`config.mk`:
```
export PLATFORM = sky130hd
export DESIGN_NAME = mips_bus_arbiter
export DESIGN_NICKNAME = d
export VERILOG_FILES = /design/src/rtl/mips_bus_arbiter.sv
export SDC_FILE = /design/constraint.sdc
export NUM_CORES = 1
export LEC_CHECK = 0
export ABC_AREA = 1
export CAP_MARGIN = 25
export CORE_ASPECT_RATIO = 1.4
export CORE_MARGIN = 10
export CORE_UTILIZATION = 39
export DETAILED_ROUTE_END_ITERATION = 8
export PLACE_DENSITY = 0.8
export SLEW_MARGIN = 30
export SYNTH_ARGS = -nofsm -noshare
export SYNTH_HDL_FRONTEND = slang
export SYNTH_SLANG_ARGS = --single-unit
```
`constraint.sdc`:
```
create_clock -name clk -period 5 [get_ports clk]
set_clock_uncertainty 0.05 [all_clocks]
set_input_delay 1 -clock clk [delete_from_list [all_inputs] [get_ports clk]]
set_output_delay 1 -clock clk [all_outputs]
set_load 0.03 [all_outputs]
```
`src/rtl/mips_bus_arbiter.sv`:
```
// Round-robin Avalon-MM master shared by NUM_CH requesters: one transfer in flight,
// optional stall watchdog, optional byte swap between a big-endian core and a little-endian bus.
module mips_bus_arbiter #(
  parameter int NUM_CH     = 2,
  parameter int ADDR_W     = 32,
  parameter int DATA_W     = 32,
  parameter int BIG_ENDIAN = 1,
  parameter int MAX_WAIT   = 0
) (
  input  logic                            clk,
  input  logic                            reset,
  input  logic [NUM_CH-1:0]               ch_req,
  input  logic [NUM_CH-1:0]               ch_we,
  input  logic [NUM_CH*ADDR_W-1:0]        ch_addr,
  input  logic [NUM_CH*DATA_W-1:0]        ch_wdata,
  input  logic [NUM_CH*(DATA_W/8)-1:0]    ch_be,
  output logic [NUM_CH-1:0]               ch_ack,
  output logic [DATA_W-1:0]               ch_rdata,
  output logic                            ch_err,
  output logic                            busy,
  output logic [ADDR_W-1:0]               address,
  output logic                            write,
  output logic                            read,
  input  logic                            waitrequest,
  output logic [DATA_W-1:0]               writedata,
  output logic [(DATA_W/8)-1:0]           byteenable,
  input  logic [DATA_W-1:0]               readdata
);

  localparam int BE_W  = DATA_W / 8;
  localparam int CH_W  = (NUM_CH > 1) ? $clog2(NUM_CH) : 1;
  localparam int CNT_W = (MAX_WAIT > 0) ? $clog2(MAX_WAIT + 1) : 1;
  localparam logic [ADDR_W-1:0] ADDR_MASK = ~ADDR_W'(BE_W - 1);

  typedef enum logic [1:0] {
    S_IDLE,
    S_BUS,
    S_RESP
  } state_e;

  state_e            state_q;
  logic [CH_W-1:0]   ptr_q;
  logic [CH_W-1:0]   gnt_q;
  logic              we_q;
  logic [CNT_W-1:0]  stall_q;

  logic              gnt_valid_d;
  logic [CH_W-1:0]   gnt_d;
  logic [CH_W-1:0]   ptr_d;
  logic              sel_we;
  logic [ADDR_W-1:0] sel_addr;
  logic [DATA_W-1:0] sel_wdata;
  logic [BE_W-1:0]   sel_be;
  logic              bus_tmo;

  // Core byte order <-> bus lane order; identity when the core is little-endian.
  function automatic logic [DATA_W-1:0] lane_order(input logic [DATA_W-1:0] d);
    logic [DATA_W-1:0] r;
    r = d;
    if (BIG_ENDIAN != 0) begin
      for (int j = 0; j < BE_W; j++) begin
        r[j*8 +: 8] = d[(BE_W-1-j)*8 +: 8];
      end
    end
    return r;
  endfunction

  // NOTE: every signal driven here gets a default before any branch, so no latch can be inferred.
  always_comb begin
    int idx;
    idx         = 0;
    gnt_valid_d = 1'b0;
    gnt_d       = ptr_q;
    // Scan from the farthest channel back to the pointer so the nearest requester wins.
    for (int off = NUM_CH - 1; off >= 0; off--) begin
      idx = int'(ptr_q) + off;
      if (idx >= NUM_CH) idx = idx - NUM_CH;
      if (ch_req[idx]) begin
        gnt_valid_d = 1'b1;
        gnt_d       = CH_W'(idx);
      end
    end
    ptr_d     = (int'(gnt_d) == NUM_CH - 1) ? '0 : gnt_d + CH_W'(1);
    sel_we    = ch_we[gnt_d];
    sel_addr  = ch_addr[gnt_d*ADDR_W +: ADDR_W];
    sel_wdata = ch_wdata[gnt_d*DATA_W +: DATA_W];
    sel_be    = ch_be[gnt_d*BE_W +: BE_W];
  end

  assign bus_tmo = waitrequest && (MAX_WAIT > 0) && (int'(stall_q) == MAX_WAIT - 1);

  // NOTE: state and outputs update with non-blocking assignments so all registers see pre-edge values.
  always_ff @(posedge clk or posedge reset) begin
    if (reset) begin
      state_q    <= S_IDLE;
      ptr_q      <= '0;
      gnt_q      <= '0;
      we_q       <= 1'b0;
      stall_q    <= '0;
      ch_ack     <= '0;
      ch_rdata   <= '0;
      ch_err     <= 1'b0;
      busy       <= 1'b0;
      address    <= '0;
      write      <= 1'b0;
      read       <= 1'b0;
      writedata  <= '0;
      byteenable <= '0;
    end else begin
      ch_ack <= '0;
      case (state_q)
        S_IDLE: begin
          if (gnt_valid_d) begin
            gnt_q      <= gnt_d;
            ptr_q      <= ptr_d;
            we_q       <= sel_we;
            address    <= sel_addr & ADDR_MASK;
            writedata  <= lane_order(sel_wdata);
            byteenable <= sel_be;
            read       <= ~sel_we;
            write      <= sel_we;
            busy       <= 1'b1;
            stall_q    <= '0;
            state_q    <= S_BUS;
          end
        end
        S_BUS: begin
          if (!waitrequest || bus_tmo) begin
            read          <= 1'b0;
            write         <= 1'b0;
            byteenable    <= '0;
            ch_ack[gnt_q] <= 1'b1;
            ch_err        <= bus_tmo;
            ch_rdata      <= (bus_tmo || we_q) ? '0 : lane_order(readdata);
            state_q       <= S_RESP;
          end else begin
            stall_q <= stall_q + CNT_W'(1);
          end
        end
        S_RESP: begin
          busy     <= 1'b0;
          ch_err   <= 1'b0;
          ch_rdata <= '0;
          state_q  <= S_IDLE;
        end
        default: state_q <= S_IDLE;
      endcase
    end
  end

endmodule

```
# After elaboration in Yosys (flattened, before gate mapping)
# Index checks and enable logic that the tools add are counted.
# totals
regBits	109
in_bits	175
output_inout_bits	106
elab_cells	78
# classes
addsub	4
magnitude_cmp	7
n_eq_ne	4
shifts	3
mux	36
n_bitwise	1
n_reduce_logical	10
# op_table
cell	count
$mux W32	4
$shiftx A64 B7 Y32	2
$lt A32 B3 Y1 const B	2
$pmux W32 S2	1
$mux W1	18
$mux W2	4
$mux W4	2
$pmux W1 S2	4
$pmux W4 S2	1
$reduce_and A2 Y1	4
$shiftx A8 B4 Y4	1
$reduce_bool A2 Y1	3
$lt A1 B2 Y1 const B	2
$ne A2 B2 Y1 const B	2
$pmux W2 S2	1
$reduce_and A3 Y1	1
$sub A1 B2 Y3 const B	1
$sub A2 B2 Y3 const B	1
$add A1 B1 Y2 const B	1
$eq A2 B1 Y1 const B	1
$eq A2 B2 Y1 const B	1
$ge A1 B2 Y1 const B	1
$ge A2 B2 Y1 const B	1
$logic_not A2 Y1	1
5 further kinds	5

# Depth between registers and ports, before layout
# logic_depth
depth_word	13
ltp_mapped	8
ltp_nobuf	7

# Worst setup path before layout
# No wires, ideal clock.
# synth_path
path_kind	input to register
start	input ch_req[0]
end	register address[10]
setup_ns	0.125
arrival_time_ns	1.687
setup_slack_ns	3.138
stages	8
n_path_buf	2
path_cell_list	inv_1 > nand2_1 > nand2_2 > nand2_2 > buf_4 > buf_4 > nand3_1 > nand3_1
# synth_between
elab_chain_len	6
word_cells_on_any_way	12
# synth_rtl
item	line	rtl
start: declaration	12	input logic [NUM_CH-1:0] ch_req,
$mux W1 (not written as such) (3 in a row)	78	if (ch_req[idx]) begin
$mux W1 (2 in a row)	78	
$shiftx A64 B7 Y32 or $reduce_and A2 Y1 (tied branches)	-	
end signal: assignment	117	address <= sel_addr & ADDR_MASK;
end: declaration	21	output logic [ADDR_W-1:0] address,
# Several ways; a longest one is shown, not always the timed one. The select of a mux whose other input is x is not followed.
# A chain may end at the register's enable or synchronous reset.

# Final worst setup path
# layout_path
start	input ch_req[0]
end	register address[31]
# The elaborated chain is that of the path after synthesis.

==> results.tsv <==
stage	metric	value	unit
outcome	status	completed	
worst_setup_path	cp_slowest_cell	nor2_4	
worst_setup_path	worstPathArrival	3.31	ns
layout	drive_gt1_frac	0.04358	
layout	n_antenna_cell	0	
cts	cts_buffers	9	
route	routed_via_density	5.533	
logic_synthesis	yosys_register_bits	108	
worst_setup_path	worstPathCellList	clkdlybuf4s50_1 > nor2_1 > nor2_4 > buf_4 > nand4_1 > nand3_1	
layout	final_nets	996	
route	remaining_drc_errors	0	
power	leakage	3.594	nW
cts	path_clk_slew	0.07	ns
sta	hold_viol_final	0	
sta	finalSetupViolCount	0	
cts	htree_levels	3	
cts	numClockSinks	108	
logic_synthesis	synth.distinct_cells	18	
die	die-width	115.7	µm
route	drt-initial-drc-count	447	
cts	cts_root_buffer	clkbuf_16	
cts	cts.repair.resized	0	
sta	tightest_slew	0.8624	ns
logic_synthesis	yosysWarnings	0	
cts	cts.path.max_buffers	2	
worst_setup_path	crit_required	5.22	ns
sta	drv_slew	0	
sta	relSlewSlack	0.4237	
worst_setup_path	crit_buf_inv	2	
worst_setup_path	cp-start-kind	input port	
route	met3_length	1.503	mm
logic_synthesis	syn_inst	583	
worst_setup_path	cp_max_fo	44	
layout	syn_to_final_growth	60.56	%
cts	insertion_delay	0.33	ns
worst_setup_path	end_kind	register	
place	dpl.hpwl	14.35	mm
cts	tritoncts	built	
die	die_area	0.01782	mm²
die	num_rows	48	
grt	grt_pass1_wl	29.69	mm
logic_synthesis	syn_avg_cell_area	8.580	µm²
sta	max_freq	323.4	MHz
cts	postCtsHoldBufs	0	
grt	grt-ovfl-total	0	
logic_synthesis	synth_area	0.005002	mm²
route	dr_total_vias	5400	
flow_run	cap_violations	0	
grt	grt_pass1_vias	5518	
place	port_buffers	273	
route	wire_per_inst	19.99	µm
sta	rsz0062_at_grt	false	
power	power_density	631.0	mW/mm²
grt	grt_start_max_net_pins	69	
route	wirelength	19.51	mm
route	highest_layer	met4	
die	coreArea	0.01243	mm²
min_path	hold_class	reg -> reg	
sta	period_share	0.6184	
die	io_pins	281	
route	firstDrtPassIters	5	
grt	antenna_found_initial	0	
route	met1Wirelength	7.227	mm
sta	setup_tns	0	ns
logic_synthesis	synth_seq_area_share	0.5403	
layout	utilization	0.6460	
cts	cts_setup_buffers	0	
place	gp_congestion	0.8074	
worst_setup_path	critPathKind	in -> reg	
route	routed-wl-met2	9.692	mm
worst_setup_path	worst_path_largest_cell_delay	0.69	ns
route	drtAntennaViolNets	0	
power	ir_drop	0.0002948	V
worst_setup_path	crit_family	simple AND/OR/NAND/NOR gates	
sta	post-route-min-period	3.092	ns
grt	grtUsageTotal	0.2104	
die	start_util	0.4024	
die	die_h	154	µm
==> path summary, 6_finish.rpt <==
kind                            startpoint            end  slack [ns]  depth (start not counted)
max in group asynchronous            reset   writedata[4]        2.96                          3
min in group asynchronous            reset  writedata[11]        1.01                          2
worst max-delay path             ch_req[0]    address[31]        1.91                          6
worst min register to register       gnt_q      ch_ack[0]        0.41                          1
worst min-delay path                 gnt_q      ch_ack[0]        0.41                          1
worst max register to register  state_q[0]    address[31]        2.77                          6
==> flip-flops by register name, indices dropped and copies added, names as in the netlist <==
register and cells:
ch_rdata 32, writedata 32, address 30, byteenable 4, ch_ack 2, state_q 2, busy 1, gnt_q 1
ptr_q 1, read 1, we_q 1, write 1
==> synthesized netlist by cell type <==
cell type | number | share of area
o21ai_1 | 2 | 0.0020
buf_2 | 28 | 0.028
nand2_1 | 118 | 0.089
nand3_1 | 200 | 0.20
buf_1 | 5 | 0.0038
nor2_1 | 9 | 0.0068
dfrtp_1 | 108 | 0.54
inv_2 | 3 | 0.0023
buf_6 | 1 | 0.0023
nand4_1 | 63 | 0.079
buf_4 | 11 | 0.017
o21a_1 | 1 | 0.0015
conb_1 | 1 | 0.00075
a21oi_1 | 1 | 0.0010
nand2_2 | 4 | 0.0050
nor2_4 | 1 | 0.0023
inv_1 | 15 | 0.011
clkbuf_1 | 12 | 0.0090
==> area by class of cell <==
cell class	instances	area (µm²)
fillers	1032	4400
multi-input cells	402	1963
inverters	18	70.07
clock inverters	6	46.29
flip-flops and latches	108	2703
well taps	150	187.7
clock buffers	10	229.0
repair buffers	282	2833
==> per-layer routing <==
metal / up-vias / track usage
met5: - / 0
met1: 2573 / 0.2318
li1: 2498 / -
met4: 0 / 0.1309
met3: 60 / 0.06737
met2: 269 / 0.3418
==> cell families after synthesis <==
group,share of synthesized area
and+or+nand+nor,0.3814
DFF,0.5403
other,0.0007497
buffers and inverters,0.07303
AOI/OAI and AO/OA,0.004502
==> power breakdown <==
part,internal [W],switching [W]
registers,0.00127,0.000219
clock network,0.000342,0.000321
logic,0.00110,0.00181
total,0.00271,0.00236
==> stage by stage <==
stage	hold slack [ns]	area, µm²	total power, W	cells	setup WS [ns]
2_1_floorplan	0.3763	5010	0.003223	585	1.104
3_3_place_gp	0.4003	7724	0.004335	959	1.643
3_5_place_dp	0.4093	7756	0.004441	960	1.560
4_1_cts	0.4267	8031	0.005128	976	1.916
5_1_grt	0.4211	8031	0.005385	976	1.749
6_report	0.4142	8031	0.005068	976	1.908
==> layout by cell type (no fill, tap or decap), drive strengths merged <==
cell,n
a21oi,1
buf,9
clkbuf,10
clkdlybuf4s50,273
clkinv,2
clkinvlp,2
conb,3
dfrtp,108
inv,20
nand2,122
nand3,200
nand4,63
nor2,10
o21a,1
o21ai,2
Note: power is estimated with default switching activity, not from simulation.
